==> config.mk <==
export PLATFORM = sky130hd
export DESIGN_NAME = sextium_mem_arbiter_flat
export DESIGN_NICKNAME = d
export VERILOG_FILES = /design/src/rtl/sextium_mem_arbiter_if.sv /design/src/rtl/sextium_mem_arbiter.sv /design/src/flat_wrapper.sv
export SDC_FILE = /design/constraint.sdc
export NUM_CORES = 1
export LEC_CHECK = 0
export ABC_AREA = 0
export BUFFER_PORTS_ARGS = -buffer_cell sky130_fd_sc_hd__buf_2
export CAP_MARGIN = 15
export CORE_ASPECT_RATIO = 1.2
export CORE_MARGIN = 2
export CORE_UTILIZATION = 32
export CTS_CLUSTER_DIAMETER = 200
export DETAILED_ROUTE_END_ITERATION = 10
export RECOVER_POWER = 25
export SETUP_SLACK_MARGIN = 0.15
export SYNTH_ARGS = -nofsm -noshare
export SYNTH_HDL_FRONTEND = slang
export SYNTH_SLANG_ARGS = --single-unit
==> constraint.sdc <==
create_clock -name clock -period 2 [get_ports clock]
set_input_delay 0.2 -clock clock [delete_from_list [all_inputs] [get_ports clock]]
set_output_delay 0.2 -clock clock [all_outputs]
set_load 0.01 [all_outputs]
==> src/rtl/sextium_mem_arbiter_if.sv <==
// Bus bundle between the two requesters, the shared memory port and the arbiter.
// The arbiter uses the slave view; the requester/memory side uses the master view.
interface sextium_mem_arbiter_if #(
   parameter int WIDTH = 16
);
   logic             req0;
   logic             we0;
   logic [WIDTH-1:0] addr0;
   logic [WIDTH-1:0] wdata0;
   logic             ack0;
   logic             req1;
   logic             we1;
   logic [WIDTH-1:0] addr1;
   logic [WIDTH-1:0] wdata1;
   logic             ack1;
   logic [WIDTH-1:0] rdata;
   logic [WIDTH-1:0] mem_addr;
   logic [WIDTH-1:0] mem_wdata;
   logic [WIDTH-1:0] mem_rdata;
   logic             mem_read;
   logic             mem_write;
   logic             busy;
   logic             owner;

   modport slave (
      input  req0, we0, addr0, wdata0,
      input  req1, we1, addr1, wdata1,
      input  mem_rdata,
      output ack0, ack1, rdata,
      output mem_addr, mem_wdata, mem_read, mem_write,
      output busy, owner
   );

   modport master (
      output req0, we0, addr0, wdata0,
      output req1, we1, addr1, wdata1,
      output mem_rdata,
      input  ack0, ack1, rdata,
      input  mem_addr, mem_wdata, mem_read, mem_write,
      input  busy, owner
   );
endinterface

==> src/rtl/sextium_mem_arbiter.sv <==
// Round-robin arbiter sharing one strobed memory port between the Sextium core
// (port 0) and the loader/DMA engine (port 1), with fixed wait states and a one-cycle ack.
module sextium_mem_arbiter #(
   parameter int WIDTH       = 16,
   parameter int WAIT_STATES = 1
) (
   input  logic                 clock,
   input  logic                 reset,
   sextium_mem_arbiter_if.slave bus
);

   typedef enum logic [1:0] {
      IDLE,
      ACCESS,
      ACK
   } state_t;

   localparam logic [3:0] CNT_INIT = 4'(WAIT_STATES);

   state_t           state;
   state_t           state_next;
   logic [3:0]       cnt;
   logic             we_q;
   logic             last;
   logic             owner_q;
   logic [WIDTH-1:0] mem_addr_q;
   logic [WIDTH-1:0] mem_wdata_q;
   logic [WIDTH-1:0] rdata_q;

   logic any_req;
   logic winner;

   // On contention the port that did not win last time is served.
   assign any_req = bus.req0 | bus.req1;
   assign winner  = (bus.req0 & bus.req1) ? ~last : bus.req1;

   // NOTE: clocked state uses non-blocking assignments so every register sees pre-edge values.
   always_ff @(posedge clock) begin
      if (reset) begin
         state <= IDLE;
      end else begin
         state <= state_next;
      end
   end

   // NOTE: every combinational output gets a default first, so no path can infer a latch.
   always_comb begin
      state_next = state;
      case (state)
         IDLE:    if (any_req) state_next = ACCESS;
         ACCESS:  if (cnt == 4'd0) state_next = ACK;
         ACK:     state_next = IDLE;
         default: state_next = IDLE;
      endcase
   end

   always_ff @(posedge clock) begin
      if (reset) begin
         cnt         <= 4'd0;
         we_q        <= 1'b0;
         last        <= 1'b1;
         owner_q     <= 1'b0;
         mem_addr_q  <= '0;
         mem_wdata_q <= '0;
         rdata_q     <= '0;
      end else begin
         case (state)
            IDLE: begin
               if (any_req) begin
                  cnt         <= CNT_INIT;
                  owner_q     <= winner;
                  last        <= winner;
                  we_q        <= winner ? bus.we1    : bus.we0;
                  mem_addr_q  <= winner ? bus.addr1  : bus.addr0;
                  mem_wdata_q <= winner ? bus.wdata1 : bus.wdata0;
               end
            end
            ACCESS: begin
               // The final strobe cycle doubles as the read-data capture point.
               if (cnt != 4'd0) begin
                  cnt <= cnt - 4'd1;
               end else if (!we_q) begin
                  rdata_q <= bus.mem_rdata;
               end
            end
            default: ;
         endcase
      end
   end

   always_comb begin
      bus.mem_read  = 1'b0;
      bus.mem_write = 1'b0;
      bus.ack0      = 1'b0;
      bus.ack1      = 1'b0;
      bus.busy      = 1'b0;
      case (state)
         ACCESS: begin
            bus.mem_read  = ~we_q;
            bus.mem_write = we_q;
            bus.busy      = 1'b1;
         end
         ACK: begin
            bus.ack0 = ~owner_q;
            bus.ack1 = owner_q;
            bus.busy = 1'b1;
         end
         default: ;
      endcase
   end

   assign bus.mem_addr  = mem_addr_q;
   assign bus.mem_wdata = mem_wdata_q;
   assign bus.rdata     = rdata_q;
   assign bus.owner     = owner_q;

endmodule
==> src/flat_wrapper.sv <==
// flat-port wrapper written by rule: the top's interface ports become plain ports
module sextium_mem_arbiter_flat 
#(
   parameter int WIDTH       = 16,
   parameter int WAIT_STATES = 1
)
  (clock, reset, bus_req0, bus_we0, bus_addr0, bus_wdata0, bus_req1, bus_we1, bus_addr1, bus_wdata1, bus_mem_rdata, bus_ack0, bus_ack1, bus_rdata, bus_mem_addr, bus_mem_wdata, bus_mem_read, bus_mem_write, bus_busy, bus_owner);
  sextium_mem_arbiter_if #(.WIDTH(WIDTH)) bus_i ();
  input  logic clock;
  input  logic reset;
  input wire logic [$bits(bus_i.req0)-1:0] bus_req0;
  input wire logic [$bits(bus_i.we0)-1:0] bus_we0;
  input wire logic [$bits(bus_i.addr0)-1:0] bus_addr0;
  input wire logic [$bits(bus_i.wdata0)-1:0] bus_wdata0;
  input wire logic [$bits(bus_i.req1)-1:0] bus_req1;
  input wire logic [$bits(bus_i.we1)-1:0] bus_we1;
  input wire logic [$bits(bus_i.addr1)-1:0] bus_addr1;
  input wire logic [$bits(bus_i.wdata1)-1:0] bus_wdata1;
  input wire logic [$bits(bus_i.mem_rdata)-1:0] bus_mem_rdata;
  output wire logic [$bits(bus_i.ack0)-1:0] bus_ack0;
  output wire logic [$bits(bus_i.ack1)-1:0] bus_ack1;
  output wire logic [$bits(bus_i.rdata)-1:0] bus_rdata;
  output wire logic [$bits(bus_i.mem_addr)-1:0] bus_mem_addr;
  output wire logic [$bits(bus_i.mem_wdata)-1:0] bus_mem_wdata;
  output wire logic [$bits(bus_i.mem_read)-1:0] bus_mem_read;
  output wire logic [$bits(bus_i.mem_write)-1:0] bus_mem_write;
  output wire logic [$bits(bus_i.busy)-1:0] bus_busy;
  output wire logic [$bits(bus_i.owner)-1:0] bus_owner;
  assign bus_i.req0 = bus_req0;
  assign bus_i.we0 = bus_we0;
  assign bus_i.addr0 = bus_addr0;
  assign bus_i.wdata0 = bus_wdata0;
  assign bus_i.req1 = bus_req1;
  assign bus_i.we1 = bus_we1;
  assign bus_i.addr1 = bus_addr1;
  assign bus_i.wdata1 = bus_wdata1;
  assign bus_i.mem_rdata = bus_mem_rdata;
  assign bus_ack0 = bus_i.ack0;
  assign bus_ack1 = bus_i.ack1;
  assign bus_rdata = bus_i.rdata;
  assign bus_mem_addr = bus_i.mem_addr;
  assign bus_mem_wdata = bus_i.mem_wdata;
  assign bus_mem_read = bus_i.mem_read;
  assign bus_mem_write = bus_i.mem_write;
  assign bus_busy = bus_i.busy;
  assign bus_owner = bus_i.owner;
  sextium_mem_arbiter #(.WIDTH(WIDTH), .WAIT_STATES(WAIT_STATES)) u_core (.clock(clock), .reset(reset), .bus(bus_i));
endmodule
==> results_dict.tcl, run 1 <==
set metrics [dict create \
    die_x_um 85.57 \
    grt_first_pass_wirelength_mm 10.56 \
    grt_max_degree 32 \
    drc 0 \
    yosys-top-cells-area "dfxtp_1, mux2i_1, a21oi_1" \
    clock-root-buffer "clkbuf_8" \
    worst-path-buf-inv 1 \
    slew_headroom 0.6963 \
    grt_overflow 0 \
    n_fill_cell 789 \
    final_area_um2 3523 \
    crit_chain "inv_1, ha_1, or3b_4, or3_1, and4_1" \
    final_cell_mix "buf_2, dfxtp_1, a21oi_1" \
    critPathRequiredTime_ns 2.22 \
    synth_nets 377 \
    insertion_delay_ns 0.33 \
    grt_pass1_vias 2443 \
    vias 2542 \
    dr.pass1.iters 4 \
    synth_warnings 0 \
    area_growth_pct 37.90 \
    clockBufferDepth 2 \
    fp.dieH_um 101.9 \
    synth_top_area_share 0.4466 \
    initial_core_util 0.3315 \
    post_drt_wl_per_cell_um 12.72 \
    path_max_fanout 5 \
    cellLeakagePower_nw 1.564 \
    instances_no_fill 516 \
    timing.fmax_ghz 0.5872 \
    whs_ns 0.1119 \
    crit_type "register to register" \
    routed_wl_mm 6.564 \
    power.switching_mw 1.731 \
    numClockSinks 57 \
    cts.clk_slew.worst_paths_ns 0.07 \
    hp-class "primary input to register" \
    nets 512 \
    hold_viol_final 0 \
    seqPwrFrac 0.362 \
    start_kind "register" \
    drive_gt1_frac 0.3325 \
    io_buffers 139 \
    gp_congestion 0.8499 \
    syn_inst 284 \
    period_needed_ns 1.703 \
    cts_hold_buf 0 \
    combPwrFrac 0.406 \
    cts_tree "built" \
    pwr_density_cell_nw_per_um2 1304 \
    multi_input_area_um2 1277 \
    antenna_found_initial 0 \
    yosysTopAreaCell "dfxtp_1" \
    end_kind "register" \
    synthDistinctLibCells 34 \
    status "complete, no violations" \
    mappedNetlistArea_um2 2555 \
    grt_usage 0.1502 \
    cts.repair.resized 0 \
    p_sw_frac 0.3768 \
    viasPerCell 4.926 \
    tightestPinTransition_ns 0.4527 \
    core-area_um2 7707 \
    setup_tns_ns 0 \
    period_share 0.8515 \
    clockPowerShare 0.231 \
    dp_slack_ns 0.3069 \
    cp_slowest_stage_delay_ns 0.42 \
    worst_path_max_delay_cell "or3b_4" \
    ant_nets 0 \
    syn_area_per_cell_um2 8.996 \
    io-pin-count 140 \
    p_int_mw 2.863 \
    slew_violations 0 \
    dp.final_hpwl_mm 4.911 \
    setup_ws_ns 0.2969 \
    diodes 0 \
    dr.first_iter.drc_count 59 \
    ff_latch_area_um2 1141 \
    dpl.cell_count 500 \
    cp_top_family "simple AND/OR/NAND/NOR gates" \
    die-area_um2 8718 \
    maxCapViolCount 0 \
    synth_seq_cells 57 \
    place_area_um2 3356 \
    num_rows 35 \
    rsz0062_at_grt "no" \
    ir_drop_uv 591.5 \
    post_cts_buffers 0 \
    cts.htree.levels 3 \
    cts_buffers 9 \
    yosysSeqAreaShare 0.4466 \
    setup_viol 0 \
    final_common_cell "buf_2" \
    arrival_ns 1.92 \
    finalClockSkew_ns 0.01082 \
]
-- synth_stat cells (all sizes together) --
master,n
o31ai,1
a31oi,1
nor4,1
clkbuf,13
dfxtp,57
buf,11
nand4,2
nor2,3
ha,7
o21a,1
a21oi,53
and4bb,1
or3,1
nand2,6
nand3,17
nor2b,3
o311ai,2
or3b,2
nor3b,1
nand4bb,1
a21boi,1
and2,1
inv,6
and4,1
clkinv,1
nand2b,1
and3,1
mux2i,35
o41ai,1
o21ai,52
-- power by group through the flow --
| stage | clock network (mW) | registers [mW] | logic [mW] |
|---|---|---|---|
| after detailed placement | 0 | 1.67 | 1.93 |
| after global routing | 1.14 | 1.71 | 2.10 |
| after floorplan | 0 | 1.80 | 1.07 |
| after global placement | 0 | 1.67 | 1.90 |
| final | 1.06 | 1.66 | 1.87 |
| after CTS | 1.10 | 1.66 | 1.93 |
-- sequential cells by signal (all words and copies together) (netlist names) --
register	flops
u_core.bus.mem_addr	16
u_core.bus.mem_wdata	16
u_core.bus.owner	1
u_core.bus.rdata	16
u_core.cnt	4
u_core.last	1
u_core.state	2
u_core.we_q	1
-- kinds of logic after synthesis --
kind of cell / Yosys count / synth area share
AO/OA/AOI/OAI: 112 / 0.2272
flip-flops: 57 / 0.4466
AND/OR/NAND/NOR: 42 / 0.09452
multiplexers: 35 / 0.1371
buffers and inverters: 31 / 0.06023
adder cells (fa/ha/maj): 7 / 0.03428
-- metal layers --
metal	wire length (um)	part of all wire	track usage	up-vias
li1	-	-	-	1296
met1	2860	0.44	0.1743	1140
met2	3154	0.48	0.2638	99
met3	491	0.075	0.05008	7
met4	57	0.0087	0.04396	0
met5	0	0	0	-
-- path summary, 6_finish.rpt --
| path | end | slack [ns] | startpoint | depth (start not counted) |
|---|---|---|---|---|
| max | u_core.cnt[0] | 0.30 | u_core.cnt[0] | 5 |
| min | u_core.bus.rdata[15] | 0.11 | bus_mem_rdata[15] | 3 |
| max reg2reg | u_core.cnt[0] | 0.30 | u_core.cnt[0] | 5 |
| min reg2reg | u_core.bus.rdata[14] | 0.48 | u_core.bus.rdata[14] | 2 |
-- worst reg2reg max path, delay by kind of cell (launching register included) --
family | cells | cell delay [ns]
fa+ha+maj | 1 | 0.21
buf+inv | 1 | 0.11
flops | 1 | 0.34
simple gates | 3 | 0.93
-- metrics by stage --
step,power [mW],utilization
after detailed placement,3.600,0.4354
after global placement,3.566,0.4354
final,4.593,0.4571
after CTS,4.688,0.4609
after global routing,4.955,0.4571
after floorplan,2.865,-
-- cell type report --
type                    count  area share
clock buffers              11     0.04013
clock inverters             5     0.01562
inverters                   7    0.007457
multi-input cells         196      0.3626
flip-flops and latches     57      0.3239
well taps                  92     0.03267
repair buffers            148      0.2177
(Power assumes the default switching activity.)
==> run 2: changes to the inputs <==
--- a/config.mk
+++ b/config.mk
@@ -17,2 +17,3 @@
 export SETUP_SLACK_MARGIN = 0.15
+export SLEW_MARGIN = 40
 export SYNTH_ARGS = -nofsm -noshare
==> constraint.sdc (replaced) <==
create_clock -name clock -period 2 [get_ports clock]
set_input_delay 0.1 -clock clock [delete_from_list [all_inputs] [get_ports clock]]
set_output_delay 0.1 -clock clock [all_outputs]
set_load 0.01 [all_outputs]
==> results_dict.tcl, run 2 (synthesized netlist as in run 1, its figures left out) <==
set metrics [dict create \
    core-area_um2 7707 \
    end_kind "register" \
    insertion_delay_ns 0.33 \
    cellLeakagePower_nw 1.566 \
    timing.fmax_ghz 0.5809 \
    drive_gt1_frac 0.3278 \
    setup_viol 0 \
    cts.clk_slew.worst_paths_ns 0.07 \
    finalClockSkew_ns 0.006343 \
    critPathRequiredTime_ns 2.23 \
    violations "DRC" \
    nets 512 \
    slew_headroom 0.6742 \
    multi_input_area_um2 1272 \
    arrival_ns 1.95 \
    cts_buffers 9 \
    gp_congestion 0.7771 \
    hp-class "primary input to register" \
    met3_usage 0.04362 \
    tightestPinTransition_ns 0.4876 \
    final_cell_mix "buf_2, dfxtp_1, a21oi_1" \
    grt_use_met1 0.1766 \
    path_max_fanout 5 \
    numClockSinks 57 \
    period_needed_ns 1.721 \
    grt-busiest-layer "met2" \
    dr.first_iter.drc_count 54 \
    grtUsageMet2 0.2482 \
    rsz0062_at_grt "no" \
    clockBufferDepth 2 \
    grt_overflow 0 \
    dp_slack_ns 0.3287 \
    viasPerCell 4.880 \
    diodes 0 \
    cts.repair.resized 0 \
    post_drt_wl_per_cell_um 12.52 \
    area_growth_pct 38.15 \
    fp.dieH_um 101.9 \
    antenna_found_initial 0 \
    final_common_cell "buf_2" \
    ff_latch_area_um2 1141 \
    clock-root-buffer "clkbuf_8" \
    grt_pass1_vias 2350 \
    routed_wl_mm 6.461 \
    slew_violations 0 \
    cp_slowest_stage_delay_ns 0.43 \
    grt_usage 0.1473 \
    cp_top_family "simple AND/OR/NAND/NOR gates" \
    worst-path-buf-inv 1 \
    drc 1 \
    maxCapViolCount 0 \
    worst_path_max_delay_cell "or3b_4" \
    die_x_um 85.57 \
    period_share 0.8607 \
    crit_type "register to register" \
    grt_max_degree 68 \
    dp.final_hpwl_mm 4.547 \
    crit_chain "inv_1, ha_1, or3b_4, or3_1, and4_1" \
    io-pin-count 140 \
    dr.pass1.iters 7 \
    start_kind "register" \
    vias 2518 \
    cts_tree "built" \
    io_buffers 139 \
    die-area_um2 8718 \
    pwr_density_cell_nw_per_um2 1304 \
    n_fill_cell 779 \
    num_rows 35 \
    hold_viol_final 0 \
    ir_drop_uv 487.0 \
    setup_ws_ns 0.2786 \
    cts.htree.levels 3 \
    status "complete, but fails checks" \
    ant_nets 0 \
    initial_core_util 0.3315 \
    grt_first_pass_wirelength_mm 10.32 \
    setup_tns_ns 0 \
]
==> run 2: through the flow <==
stage / cells / hold slack (ns) / instance area, um^2 / utilization / power, mW
final: 516 / 0.02853 / 3530 / 0.4580 / 4.604
after global routing: 516 / 0.01766 / 3530 / 0.4580 / 4.952
after CTS: 516 / 0.008574 / 3563 / 0.4623 / 4.698
after detailed placement: 498 / 0.3612 / 3328 / 0.4318 / 3.533
after global placement: 498 / 0.3567 / 3328 / 0.4318 / 3.495
after floorplan: 284 / 0.2477 / 2555 / - / 2.865
==> run 2: area by class of cell <==
| cell class | instances | share of cell area |
|---|---|---|
| clock buffer | 12 | 0.04679 |
| clock inverter | 4 | 0.01418 |
| timing repair buffer | 148 | 0.2152 |
| inverter | 7 | 0.007444 |
| tap | 92 | 0.03261 |
| sequential | 57 | 0.3233 |
| multi-input combinational | 196 | 0.3605 |
==> run 2: power by group <==
part / internal, mW / leakage (nW) / total [mW] / switching, mW
registers: 1.48 / 0.470 / 1.66 / 0.183
clock network: 0.675 / 0.105 / 1.14 / 0.463
logic: 0.726 / 0.991 / 1.80 / 1.08
==> run 2: metal layers <==
layer	vias up	share of wire
met5	-	0
met4	0	0.0062
met3	5	0.078
met2	105	0.46
met1	1111	0.46
li1	1297	-
==> run 2: timing repair <==
item | in CTS | in global routing
hold buffers | 2 | 0
setup buffers | 0 | 0
hold endpoints to repair | 2 | 0
==> run 2: path summary, 6_finish.rpt <==
path / from / end / slack [ns] / cells after the start
max reg2reg: u_core.cnt[0] / u_core.cnt[0] / 0.28 / 5
min reg2reg: u_core.state[1] / u_core.state[1] / 0.48 / 2
max: u_core.cnt[0] / u_core.cnt[0] / 0.28 / 5
min: bus_mem_rdata[0] / u_core.bus.rdata[0] / 0.03 / 3
==> run 2: worst register-to-register path, cell delays in order (launching register included) <==
cell	delay (ns)
dfxtp_1	0.34
inv_1	0.10
ha_1	0.22
or3b_4	0.43
or3_1	0.33
and4_1	0.20
